--- src/rtl/rvmyth_out_uart.sv ---
// Captures every change on the rvmyth OUT bus into a small FIFO and streams
// each queued value out as a 12-bit serial frame (start, 10 data LSB first, stop).
module rvmyth_out_uart #(
    parameter int CLKS_PER_BIT = 16,
    parameter int FIFO_AW      = 3
) (
    input  logic               CLK,
    input  logic               reset,
    input  logic [9:0]         out_in,
    output logic               tx,
    output logic               busy,
    output logic               overflow,
    output logic [FIFO_AW:0]   fifo_count
);

    localparam int DEPTH = 1 << FIFO_AW;
    localparam int TW    = (CLKS_PER_BIT > 2) ? $clog2(CLKS_PER_BIT) : 1;
    localparam logic [TW-1:0]    TMAX    = TW'(CLKS_PER_BIT - 1);
    localparam logic [TW-1:0]    TONE    = TW'(1);
    localparam logic [FIFO_AW:0] PTR_ONE = (FIFO_AW + 1)'(1);

    typedef enum logic [1:0] {IDLE, START, DATA, STOP} state_t;

    state_t             state;
    logic [TW-1:0]      timer;
    logic [3:0]         bit_idx;
    logic [9:0]         shift;
    logic [9:0]         prev_q;
    logic [9:0]         mem [DEPTH];
    logic [FIFO_AW:0]   wr_ptr;
    logic [FIFO_AW:0]   rd_ptr;
    logic               push_req;
    logic               push_ok;
    logic               pop;
    logic               full;
    logic               empty;

    assign empty      = (wr_ptr == rd_ptr);
    assign full       = (wr_ptr[FIFO_AW-1:0] == rd_ptr[FIFO_AW-1:0]) &&
                        (wr_ptr[FIFO_AW] != rd_ptr[FIFO_AW]);
    assign pop        = (state == IDLE) && !empty;
    assign push_req   = (out_in != prev_q);
    // A pop in the same cycle frees the slot, so a push into a full FIFO is still legal then.
    assign push_ok    = push_req && (!full || pop);
    assign fifo_count = wr_ptr - rd_ptr;

    always_ff @(posedge CLK) begin
        if (push_ok)
            mem[wr_ptr[FIFO_AW-1:0]] <= out_in;
    end

    always_ff @(posedge CLK or negedge reset) begin
        if (!reset) begin
            prev_q   <= 10'h000;
            wr_ptr   <= '0;
            rd_ptr   <= '0;
            overflow <= 1'b0;
        end else begin
            if (push_req)
                prev_q <= out_in;
            if (push_ok)
                wr_ptr <= wr_ptr + PTR_ONE;
            else if (push_req)
                overflow <= 1'b1;
            if (pop)
                rd_ptr <= rd_ptr + PTR_ONE;
        end
    end

    // Transmitter: tx and busy are registered next to the state so the line never glitches.
    always_ff @(posedge CLK or negedge reset) begin
        if (!reset) begin
            state   <= IDLE;
            timer   <= '0;
            bit_idx <= 4'd0;
            shift   <= 10'h000;
            tx      <= 1'b1;
            busy    <= 1'b0;
        end else begin
            case (state)
                IDLE: begin
                    tx <= 1'b1;
                    if (pop) begin
                        shift <= mem[rd_ptr[FIFO_AW-1:0]];
                        timer <= TMAX;
                        state <= START;
                        tx    <= 1'b0;
                        busy  <= 1'b1;
                    end
                end
                START: begin
                    if (timer == '0) begin
                        timer   <= TMAX;
                        bit_idx <= 4'd0;
                        state   <= DATA;
                        tx      <= shift[0];
                    end else begin
                        timer <= timer - TONE;
                    end
                end
                DATA: begin
                    if (timer == '0) begin
                        timer <= TMAX;
                        if (bit_idx == 4'd9) begin
                            state <= STOP;
                            tx    <= 1'b1;
                        end else begin
                            shift   <= shift >> 1;
                            bit_idx <= bit_idx + 4'd1;
                            tx      <= shift[1];
                        end
                    end else begin
                        timer <= timer - TONE;
                    end
                end
                STOP: begin
                    if (timer == '0) begin
                        state <= IDLE;
                        busy  <= 1'b0;
                    end else begin
                        timer <= timer - TONE;
                    end
                end
                default: begin
                    state <= IDLE;
                    tx    <= 1'b1;
                    busy  <= 1'b0;
                end
            endcase
        end
    end

endmodule

--- config.mk ---
export PLATFORM = sky130hd
export DESIGN_NAME = rvmyth_out_uart
export DESIGN_NICKNAME = d
export VERILOG_FILES = /design/src/rtl/rvmyth_out_uart.sv
export SDC_FILE = /design/constraint.sdc
export NUM_CORES = 1
export LEC_CHECK = 0
export BUFFER_PORTS_ARGS = -buffer_cell sky130_fd_sc_hd__buf_2
export CAP_MARGIN = 30
export CORE_UTILIZATION = 61
export DETAILED_ROUTE_END_ITERATION = 7
export PLACE_DENSITY = 0.79
export REMOVE_ABC_BUFFERS = 1
export SYNTH_ARGS = -nofsm -noshare
export SYNTH_HDL_FRONTEND = slang
export SYNTH_SLANG_ARGS = --single-unit
export TNS_END_PERCENT = 50
--- constraint.sdc ---
create_clock -name CLK -period 4 [get_ports CLK]
set_input_delay 0.2 -clock CLK [delete_from_list [all_inputs] [get_ports CLK]]
set_output_delay 0.2 -clock CLK [all_outputs]
set_load 0.01 [all_outputs]
Word-level counts from Yosys, hierarchy flattened
Memories as Yosys holds them, arrays and structs flattened.
Index checks and enable logic that the tools add are counted.
{ "classes": {"n_addsub": 5, "n_eq_ne": 15, "muxes": 28, "bitwise": 1, "n_reduce_logical": 20} }
{ "ops": {"columns": ["cell", "count"], "rows": [
  ["$mux 10", 3],
  ["$mux 4", 6],
  ["$pmux 10 s2", 1],
  ["$ne 2x2->1 const B", 7],
  ["$add 4x1->4 const B", 3],
  ["$pmux 4 s3", 1],
  ["$mux 2", 5],
  ["$ne 10x10->1", 1],
  ["$mux 1", 8],
  ["$pmux 2 s4", 1],
  ["$pmux 4 s2", 1],
  ["$reduce_and 4->1", 2],
  ["$reduce_and 3->1", 2],
  ["$reduce_bool 2->1", 3],
  ["$reduce_and 5->1", 1],
  ["$eq 2x2->1 const B", 2],
  ["$eq 4x4->1", 1],
  ["$eq 4x4->1 const B", 1],
  ["$logic_not 4->1", 1],
  ["$reduce_and 2->1", 2],
  ["$sub 4x1->4 const B", 1],
  ["$sub 4x4->4", 1],
  ["$eq 3x3->1", 1],
  ["$logic_and 1x1->1", 3],
  ["10 further kinds", 11]
]} }
{ "totals": {"ff_bits": 41, "mem_bits_rw": 80, "in_bits": 12, "output_inout_bits": 7, "word_cells": 80, "n_memories": 1} }
{ "memory_table": {"columns": ["memory", "words", "word_bits", "rd", "rd_ports_with_merged_regs", "write_ports", "line", "rtl"], "rows": [
  ["mem", 8, 10, 1, 0, 1, "29", "logic [9:0] mem [DEPTH];"]
]} }

Depth between registers and ports, before layout
Gate-level depths: netlist (run 1).
{ "logic_depth": {"depth_word": 7, "depth_mapped": 8, "ltp_nobuf": 6} }

Worst setup path after synthesis (run 1)
Ideal clock, no wire load.
{ "synth_path": {"kind": "register -> register", "from": "register rd_ptr[1]", "to": "memory mem[0][0], enable pin", "setup_ns": 0.407, "arrival_ns": 2.797, "required_time_ns": 3.593, "slack_ns": 0.796, "path_stages_with_launch": 8, "n_path_buf": 2, "synth_period_minus_slack_ns": 3.204, "cell_sequence": "dfrtp_1 -> buf_1 -> inv_1 -> ha_1 -> nand4b_1 -> nor2_1 -> clkbuf_1 -> nor4b_1"} }
{ "synth_via": {"elab_chain_cells": 7, "word_cells_on_any_way": 10, "classes_between": "2 x eq/ne; 2 x mux; 6 x reduce/logical"} }
{ "synth_lines": {"columns": ["item", "line", "rtl"], "rows": [
  ["from (decl)", "31", "logic [FIFO_AW:0] rd_ptr;"],
  ["from (signal assigned)", "66", "rd_ptr <= rd_ptr + PTR_ONE;"],
  ["$eq 4x4->1 or $eq 3x3->1 (tied branches)", "38, 39", null],
  ["$logic_not 1->1 or $logic_and 1x1->1 (tied branches)", "41, 39", null],
  ["$logic_and 1x1->1 or $logic_not 1->1 (tied branches)", "41, 44", null],
  ["$logic_or 1x1->1 *", "44", "assign push_ok = push_req && (!full || pop);"],
  ["$logic_and 1x1->1 *", "44", null],
  ["$mux 1 *", "48", "if (push_ok)"],
  ["$mux 1 (implied by the code) *", "49", "mem[wr_ptr[FIFO_AW-1:0]] <= out_in;"],
  ["to (decl)", "29", null]
]} }
Mark *: on every way between the ends. The rest lies on a longest branch, timed or not.

Final worst setup path (run 1)
{ "layout_path": {"from": "register rd_ptr[2]", "to": "memory mem[6][2], enable pin"} }
Same word-level chain as after synthesis.

==> impl_metrics.toml, run 1 <==
[setup_path]
start_kind = "flip-flop"
crit_type = "flip-flop to flip-flop"
cp_cell_sequence = "inv_1, ha_1, nand4b_1, nor2_1, nor4_2, buf_4"
worstPathMaxFanout = 12
r2r_end = "mem[6][2]"
crit_path_top_delay_cell = "nor2_1"
crit_path_end_kind = "flip-flop"
crit_buf_inv = 2
critical_path_arrival_ns = 3.28
r2r_start = "rd_ptr[2]"
reg2reg_depth = 6
reg2reg_slack_ns = 1.00
required_ns = 4.28
critical-path-top-delay-family = "simple AND/OR/NAND/NOR gates"
critical_path.max_stage_delay_ns = 0.82

[floorplanning]
core_um2 = 8380
die_w_um = 95.9
boundaryPins = 19
die_h_um = 95.9
fp.dieArea_um2 = 9200
rows = 33
start_util_pct = 64.2

[detailed_routing]
wire_per_inst_um = 22.3
route.final.wire_length_mm = 11.2
drc = 0
ant_nets = 0
viasPerCell = 6.27
first_iter_violations = 211
vias = 3168
first_pass_iters = 4

[pwr]
power.density_nw_per_um2 = 582
pwr-share-clk_pct = 39.3
ir_worst_vdd_mv = 0.603
power_switching_w = 0.00108
swShare_pct = 29.3
p_total_w = 0.00368
power_frac_seq_pct = 45.0
p_int_w = 0.00260
p_leak_nw = 2.37
combPwrFrac_pct = 15.7

[timing]
slew_viol_final = 0
grt_setup_unrepaired = "false"
fin_worst_skew_ns = 0.0124
min_period_ns = 3.00
max_freq_mhz = 333
setup_viol = 0
hold_viol = 0
max_slew_margin_pct = 31.8
fin_setup_tns_ns = 0
finalCritPeriodShare_pct = 75.0
tightest_slew_ns = 1.02

[grt]
grt_util_met1_pct = 35.8
grt_use_total_pct = 27.9
grt_pass1_vias = 3254
grt_pass1_wl_mm = 17.5
grt.busiest_layer = "met2"
antenna_found_initial = 0
use_met2_pct = 44.8
met3_usage_pct = 6.79
grt_max_degree = 42
grt-ovfl-total = 0

[place]
placed_area_um2 = 5620
dp_hpwl_mm = 6.75
numPortBuffers = 18
placed_cells = 461
place_congestion = 0.892

[yosys]
yosysSeqAreaShare_pct = 63.7
async_reset_ff_share_pct = 33.9
syn_area_um2 = 5380
yosysUniqueCellTypes = 54
synth-seq-cells = 121
ys_warn_count = 0
avgSynthCellArea_um2 = 15.4
syn_inst = 350
synth-edff-count = 80
ys.flop_type = "edfxtp_1"

[cells_and_area]
fin_cells = 505
fin_area_um2 = 6320
final_cell_mix = "edfxtp_1 (80), dfrtp_1 (40), mux2_2 (27), buf_2 (18)"
areaGrowthSynthToFinish_pct = 17.5
layout-drive-gt1-share_pct = 27.5
final_common_cell = "edfxtp_1"
nNetsFinal = 412
final_util_pct = 75.4
nFillCells = 492
n_antenna_cell = 0

[clock_tree]
postCtsHoldBufs = 11
cts.sinks = 121
cts_resized = 0
clkTransAtPathRegs_ns = 0.07
cts_tree = "yes"
postCtsSetupRepairBufs = 0
root_buffer = "clkbuf_8"
numCtsBuffers = 17
htree_num_levels = 4
insertion_delay_ns = 0.52
clock_path_buffers = 2

[run_status]
status = "finished, final reports clean"

[run]
max-cap-violations = 0

[hold_path]
hold_path.class = "input pin to async pin"
[layer usage]
metal | vias to the layer above | share of wire, %
met5 | - | 0
met2 | 130 | 50
met1 | 1594 | 42
li1 | 1425 | -
met3 | 19 | 5.6
met4 | 0 | 2.7
[cell families after synthesis]
family,share of synthesized area [%]
mux,14.8
compound gates,6.60
xor+xnor,2.77
fa+ha+maj,3.16
simple gates,5.81
flops,63.7
buf+inv,3.16
[power groups by stage]
| stage | registers [W] | logic (W) | clock network [W] |
|---|---|---|---|
| 6_report | 0.00166 | 0.000580 | 0.00145 |
| 5_1_grt | 0.00167 | 0.000628 | 0.00151 |
| 4_1_cts | 0.00166 | 0.000577 | 0.00146 |
| 3_5_place_dp | 0.00167 | 0.000552 | 0 |
| 3_3_place_gp | 0.00166 | 0.000530 | 0 |
| 2_1_floorplan | 0.00164 | 0.000331 | 0 |
[area by class of cell]
cell class / instances / area (µm²) / area share [%]
clock buffers: 17 / 414 / 6.55
clock inverters: 15 / 149 / 2.36
inverters: 16 / 60.1 / 0.950
multi-input cells: 189 / 1820 / 28.8
flip-flops and latches: 121 / 3430 / 54.2
well taps: 105 / 131 / 2.08
repair buffers: 42 / 318 / 5.03
[worst max path at each step]
| stage | cells past startpoint | slack [ns] | start | endpoint |
|---|---|---|---|---|
| 4_1_cts | 6 | 1.05 | rd_ptr[2] | mem[6][2] |
| 3_5_place_dp | 5 | 1.13 | rd_ptr[2] | mem[7][3] |
| 6_report | 6 | 1.00 | rd_ptr[2] | mem[6][2] |
| 5_1_grt | 6 | 0.81 | rd_ptr[2] | mem[6][2] |
| 2_1_floorplan | 4 | 0.72 | rd_ptr[0] | mem[0][0] |
| 3_3_place_gp | 5 | 1.09 | rd_ptr[2] | mem[1][1] |
[cell usage after synthesis, types with 2 or more instances]
master / n / area share (%)
edfxtp_1: 80 / 45
dfrtp_1: 40 / 19
mux2_2: 27 / 5.6
clkbuf_1: 18 / 1.3
inv_1: 16 / 1.1
xnor2_1: 16 / 2.6
o21ai_0: 14 / 1.3
ha_1: 12 / 2.8
nand2_1: 12 / 0.84
a21oi_1: 10 / 0.93
mux4_2: 10 / 4.2
nor2_1: 10 / 0.70
mux4_1: 9 / 4.4
nor4_1: 6 / 0.70
a22o_1: 5 / 0.81
nand4_1: 5 / 0.58
nor3_1: 4 / 0.37
o22a_1: 4 / 0.65
mux2i_1: 3 / 0.56
nand2b_1: 3 / 0.35
o31ai_1: 3 / 0.42
or2_2: 3 / 0.35
a21o_1: 2 / 0.28
a31oi_1: 2 / 0.23
and3_1: 2 / 0.23
and4_1: 2 / 0.33
buf_1: 2 / 0.14
buf_6: 2 / 0.42
nand3_1: 2 / 0.19
o22ai_1: 2 / 0.23
[state kept, by name, indices dropped and copies added, names as in the netlist]
register / count
prev_q: 10
bit_idx: 4
rd_ptr: 4
tx: 1
timer: 4
state: 2
mem: 80
busy: 1
shift: 10
overflow: 1
wr_ptr: 4
[per-stage QoR]
stage	hold slack, ns	setup slack (ns)
floorplan	-0.0956	0.725
global placement	0.399	1.09
detailed placement	0.409	1.13
CTS	0.409	1.05
global route	0.239	0.810
finish	0.181	1.00
(Power assumes the default switching activity.)
==> run 2, diff against run 1 <==
--- a/config.mk
+++ b/config.mk
@@ -5,11 +5,12 @@
 export SDC_FILE = /design/constraint.sdc
 export NUM_CORES = 1
 export LEC_CHECK = 0
+export ABC_AREA = 1
 export BUFFER_PORTS_ARGS = -buffer_cell sky130_fd_sc_hd__buf_2
 export CAP_MARGIN = 30
-export CORE_UTILIZATION = 61
+export CORE_UTILIZATION = 56
 export DETAILED_ROUTE_END_ITERATION = 7
-export PLACE_DENSITY = 0.79
+export PLACE_DENSITY = 0.76
 export REMOVE_ABC_BUFFERS = 1
 export SYNTH_ARGS = -nofsm -noshare
 export SYNTH_HDL_FRONTEND = slang
==> constraint.sdc (replaced) <==
create_clock -name CLK -period 2.5 [get_ports CLK]
set_input_delay 0.125 -clock CLK [delete_from_list [all_inputs] [get_ports CLK]]
set_output_delay 0.125 -clock CLK [all_outputs]
set_load 0.01 [all_outputs]
==> impl_metrics.toml, run 2 <==
[detailed_routing]
vias = 3876
first_iter_violations = 301
first_pass_iters = 5
drc = 0
viasPerCell = 5.50
ant_nets = 0
wire_per_inst_um = 17.1
route.final.wire_length_mm = 12.1

[grt]
grt_pass1_vias = 3814
antenna_found_initial = 0
grt_pass1_wl_mm = 19.1
grt_max_degree = 45
grt-ovfl-total = 0
grt_use_total_pct = 26.0

[setup_path]
critical_path.max_stage_delay_ns = 0.48
crit_path_end_kind = "primary output"
worstPathMaxFanout = 9
critical-path-top-delay-family = "flip-flops"
crit_path_top_delay_cell = "dfrtp_1"
critical_path_arrival_ns = 2.10
cp_cell_sequence = "ha_1, nand2_1, o21ai_0, xor2_1, buf_2"
crit_type = "flip-flop to primary output"
crit_buf_inv = 1
required_ns = 2.38
start_kind = "flip-flop"

[yosys]
yosysSeqAreaShare_pct = 62.3
synth.most_common_cell = "nand2_1"
async_reset_ff_share_pct = 33.9
yosys.area.top_type = "edfxtp_1"
synth-edff-count = 80
synth-seq-cells = 121
syn_inst = 531
yosysUniqueCellTypes = 38
ys_top_cells_by_count = "nand2_1 (124), nand3_1 (84), edfxtp_1 (80)"
synthXorXnorAreaFrac_pct = 2.54
synth_top_family_by_area = "simple AND/OR/NAND/NOR gates"
synth-compound-area-share_pct = 4.07
ys.flop_type = "edfxtp_1"
synth_area_leaders = "edfxtp_1 (44%), dfrtp_1 (18%), nand2_1 (8.5%)"
synth-simple-area-share_pct = 21.9
synth.top_cell.area_share_pct = 43.6
ys_warn_count = 0
synth_fa_ha_area_share_pct = 3.09
avgSynthCellArea_um2 = 10.4
synth_mux_area_share_pct = 0.386
syn_area_um2 = 5510

[run]
max-cap-violations = 0

[clock_tree]
postCtsHoldBufs = 11
postCtsSetupRepairBufs = 0
clkTransAtPathRegs_ns = 0.06
htree_num_levels = 4
clock_path_buffers = 2
numCtsBuffers = 17
cts.sinks = 121
root_buffer = "clkbuf_8"
cts_resized = 0
insertion_delay_ns = 0.51
cts_tree = "yes"

[floorplanning]
core_um2 = 9370
start_util_pct = 58.8
boundaryPins = 19
rows = 35
die_w_um = 101
die_h_um = 101
fp.dieArea_um2 = 10200

[cells_and_area]
layout-drive-gt1-share_pct = 15.6
nNetsFinal = 588
n_antenna_cell = 0
final_cell_mix = "nand2_1 (124), nand3_1 (84), edfxtp_1 (80), dfrtp_1 (40)"
final_common_cell = "nand2_1"
final_util_pct = 68.6
areaGrowthSynthToFinish_pct = 16.7
largest_reg_flops = 80

[pwr]
pwr-share-clk_pct = 26.6
power_frac_seq_pct = 34.1
swShare_pct = 39.0
p_leak_nw = 2.74
power.density_nw_per_um2 = 1410
power_switching_w = 0.00354
p_total_w = 0.00909
combPwrFrac_pct = 39.2
ir_worst_vdd_mv = 0.627
p_int_w = 0.00555

[timing]
finalCritPeriodShare_pct = 89.0
setup_viol = 0
fin_setup_tns_ns = 0
min_period_ns = 2.22
fin_worst_skew_ns = 0.0123
tightest_slew_ns = 0.913
max_freq_mhz = 449
max_slew_margin_pct = 39.1
grt_setup_unrepaired = "false"
slew_viol_final = 0
hold_viol = 0

[hold_path]
hold_path.class = "input pin to async pin"

[place]
place_congestion = 0.873
numPortBuffers = 18
dp_hpwl_mm = 7.67

[run_status]
status = "finished, final reports clean"
run 2: changes by cell type after synthesis, moves of 9 or more:
cell     before  now
xor2_1        1   11
mux4_2       10    0
nor2_1       10   39
nand3_1       2   84
nand2_1      12  124
xnor2_1      16    5
inv_1        16   39
buf_2         1   13
mux2_2       27    1
mux4_1        9    0
run 2: metrics by stage:
| step | std cells | hold WS [ns] | cell area [µm²] | worst slack (ns) |
|---|---|---|---|---|
| 4_1_cts | 705 | 0.337 | 6420 | 0.248 |
| 6_report | 705 | 0.292 | 6420 | 0.275 |
| 3_5_place_dp | 662 | 0.326 | 5710 | 0.425 |
| 2_1_floorplan | 501 | -0.171 | 5360 | -0.265 |
| 5_1_grt | 705 | 0.400 | 6420 | 0.178 |
| 3_3_place_gp | 662 | 0.329 | 5710 | 0.478 |
run 2: per-layer routing:
layer	part of all wire, %	wire (µm)	global-route usage (%)	vias to the layer above
met1	42	5060	32.9	1866
met2	50	6040	44.2	150
met4	1.3	156	9.70	0
li1	-	-	-	1841
met3	6.8	817	5.73	19
met5	0	0	0	-
run 2: logic make-up (layout without fill, tap and decap cells):
kind of cell | Yosys count | in the layout
and+or+nand+nor | 265 | 265
DFF | 121 | 121
buffers and inverters | 75 | 120
AOI/OAI and AO/OA | 39 | 39
xor gates and xnor gates | 16 | 16
adders and majority gates | 13 | 13
muxes | 2 | 2
run 2: final cells by class:
cell class	instances	area, µm²
sequential	121	3430
fill	683	2950
multi-input combinational	335	1760
clock buffer	19	443
timing repair buffer	43	305
inverter	45	169
tap	129	161
clock inverter	13	158
run 2: path summary, 6_finish.rpt:
check / endpoint / start / slack (ns) / depth (start not counted)
setup / recovery: fifo_count[3] / wr_ptr[2] / 0.28 / 5
setup reg to reg: mem[5][7] / wr_ptr[2] / 0.39 / 7
min in group CLK: prev_q[7] / out_in[7] / 0.42 / 2
max in group asynchronous: prev_q[4] / reset / 1.63 / 2
hold / removal: shift[5] / reset / 0.29 / 2
hold reg to reg: overflow / overflow / 0.46 / 1
run 2: power by group through the flow:
stage	Combinational [W]	Sequential, W	Clock (W)
after global routing	0.00397	0.00316	0.00252
after CTS	0.00355	0.00310	0.00244
after detailed placement	0.00347	0.00313	0
after floorplan	0.00232	0.00319	0
after global placement	0.00337	0.00310	0
final	0.00357	0.00310	0.00242
==> run 3, diff against run 2 <==
--- a/config.mk
+++ b/config.mk
@@ -8,6 +8,7 @@
 export ABC_AREA = 1
 export BUFFER_PORTS_ARGS = -buffer_cell sky130_fd_sc_hd__buf_2
 export CAP_MARGIN = 30
+export CORE_MARGIN = 5
 export CORE_UTILIZATION = 56
 export DETAILED_ROUTE_END_ITERATION = 7
 export PLACE_DENSITY = 0.76
==> impl_metrics.toml, run 3 (synthesized netlist as in run 2, its figures left out) <==
[clock_tree]
root_buffer = "clkbuf_8"
cts_resized = 0
cts_tree = "yes"
clock_path_buffers = 2
cts.sinks = 121
insertion_delay_ns = 0.53
numCtsBuffers = 17
clkTransAtPathRegs_ns = 0.06
htree_num_levels = 4

[detailed_routing]
vias = 3891
wire_per_inst_um = 17.6
route.final.wire_length_mm = 12.4
drc = 0
ant_nets = 0
first_iter_violations = 335
viasPerCell = 5.50
first_pass_iters = 6

[cells_and_area]
final_cell_mix = "nand2_1 (124), nand3_1 (84), edfxtp_1 (80), dfrtp_1 (40)"
largest_reg_flops = 80
fin_cells = 708
fin_area_um2 = 6410
n_antenna_cell = 0
nNetsFinal = 587
areaGrowthSynthToFinish_pct = 16.5
layout-drive-gt1-share_pct = 14.8
final_common_cell = "nand2_1"

[floorplanning]
die_h_um = 109
start_util_pct = 56.9
die_w_um = 109
core_um2 = 9680
rows = 36
fp.dieArea_um2 = 11900
boundaryPins = 19

[timing]
finalCritPeriodShare_pct = 87.5
whs_ns = 0.280
grt_setup_unrepaired = "false"
tightest_slew_ns = 0.923
hold_viol = 0
max_slew_margin_pct = 38.5
worst_slack_ns = 0.313
max_freq_mhz = 457
slew_viol_final = 0
fin_setup_tns_ns = 0
setup_viol = 0
fin_worst_skew_ns = 0.00872
min_period_ns = 2.19

[grt]
grt_pass1_vias = 3883
grt-ovfl-total = 0
antenna_found_initial = 0
grt_max_degree = 45
grt_use_total_pct = 23.4
grt_pass1_wl_mm = 20.4

[setup_path]
worstPathMaxFanout = 7
required_ns = 2.38
crit_type = "flip-flop to primary output"
crit_path_end_kind = "primary output"
r2r_start = "wr_ptr[0]"
reg2reg_depth = 8
reg2reg_slack_ns = 0.32
r2r_end = "mem[5][0]"
start_kind = "flip-flop"
critical_path_arrival_ns = 2.06

[pwr]
power.density_nw_per_um2 = 1410
pwr-share-clk_pct = 26.2
power_switching_w = 0.00349
ir_worst_vdd_mv = 0.790
combPwrFrac_pct = 39.7
p_leak_nw = 2.73
swShare_pct = 38.5
power_frac_seq_pct = 34.2
p_int_w = 0.00558

[place]
pre_cts_ws_ns = 0.418
placed_cells = 665
place_congestion = 0.904
placed_area_um2 = 5710
numPortBuffers = 18
dp_hpwl_mm = 7.74

[run]
max-cap-violations = 0

[hold_path]
hold_path.class = "input pin to async pin"

[run_status]
status = "finished, final reports clean"
run 3: cell count changes in the layout (fill, tap and decap cells not counted), sizes merged:
| cell | change |
|---|---|
| buf | -1 |
| bufinv | -2 |
| clkbuf | +9 |
| clkinv | -2 |
| inv | -5 |
run 3: area by class of cell:
type / instances / area, µm²
Sequential cell: 121 / 3430
Tap cell: 133 / 166
Timing Repair Buffer: 42 / 298
Multi-Input combinational cell: 335 / 1760
Fill cell: 710 / 3270
Clock inverter: 4 / 21.3
Inverter: 45 / 169
Clock buffer: 28 / 571
run 3: layer usage:
metal	global-route usage, %	wire [µm]
met1	29.8	5200
met2	37.0	6070
met3	6.39	739
met4	11.5	422
met5	0	0
run 3: how the worst max path moves through the flow:
| stage | cells past startpoint | startpoint | slack [ns] | end |
|---|---|---|---|---|
| after floorplan | 7 | rd_ptr[1] | -0.26 | mem[2][0] |
| after global placement | 7 | wr_ptr[2] | 0.45 | mem[2][4] |
| after detailed placement | 7 | wr_ptr[2] | 0.42 | mem[2][7] |
| after CTS | 5 | wr_ptr[0] | 0.33 | fifo_count[2] |
| after global routing | 8 | wr_ptr[0] | 0.20 | mem[2][3] |
| final | 5 | wr_ptr[0] | 0.31 | fifo_count[2] |
run 3: through the flow:
stage	utilization (%)	power, W
global route	66.2	0.00967
global placement	59.0	0.00646
floorplan	-	0.00552
detailed placement	59.0	0.00662
finish	66.2	0.00907
CTS	66.2	0.00907
run 3: critical path: stages, from the launching register on:
cell	delay (ns)
dfrtp_1	0.43
inv_1	0.12
ha_1	0.26
fa_1	0.38
xnor2_1	0.18
buf_2	0.16
run 3: what timing repair did:
action                     CTS  global route
setup endpoints to repair    0             0
hold buffers                11             0
buffers inserted             0             0
hold endpoints to repair   130             0
run 3: power groups by stage:
stage | clock [W] | combinational [W] | sequential (W)
floorplan | 0 | 0.00232 | 0.00319
global placement | 0 | 0.00336 | 0.00310
detailed placement | 0 | 0.00349 | 0.00313
CTS | 0.00239 | 0.00358 | 0.00310
global route | 0.00249 | 0.00402 | 0.00315
finish | 0.00237 | 0.00360 | 0.00310
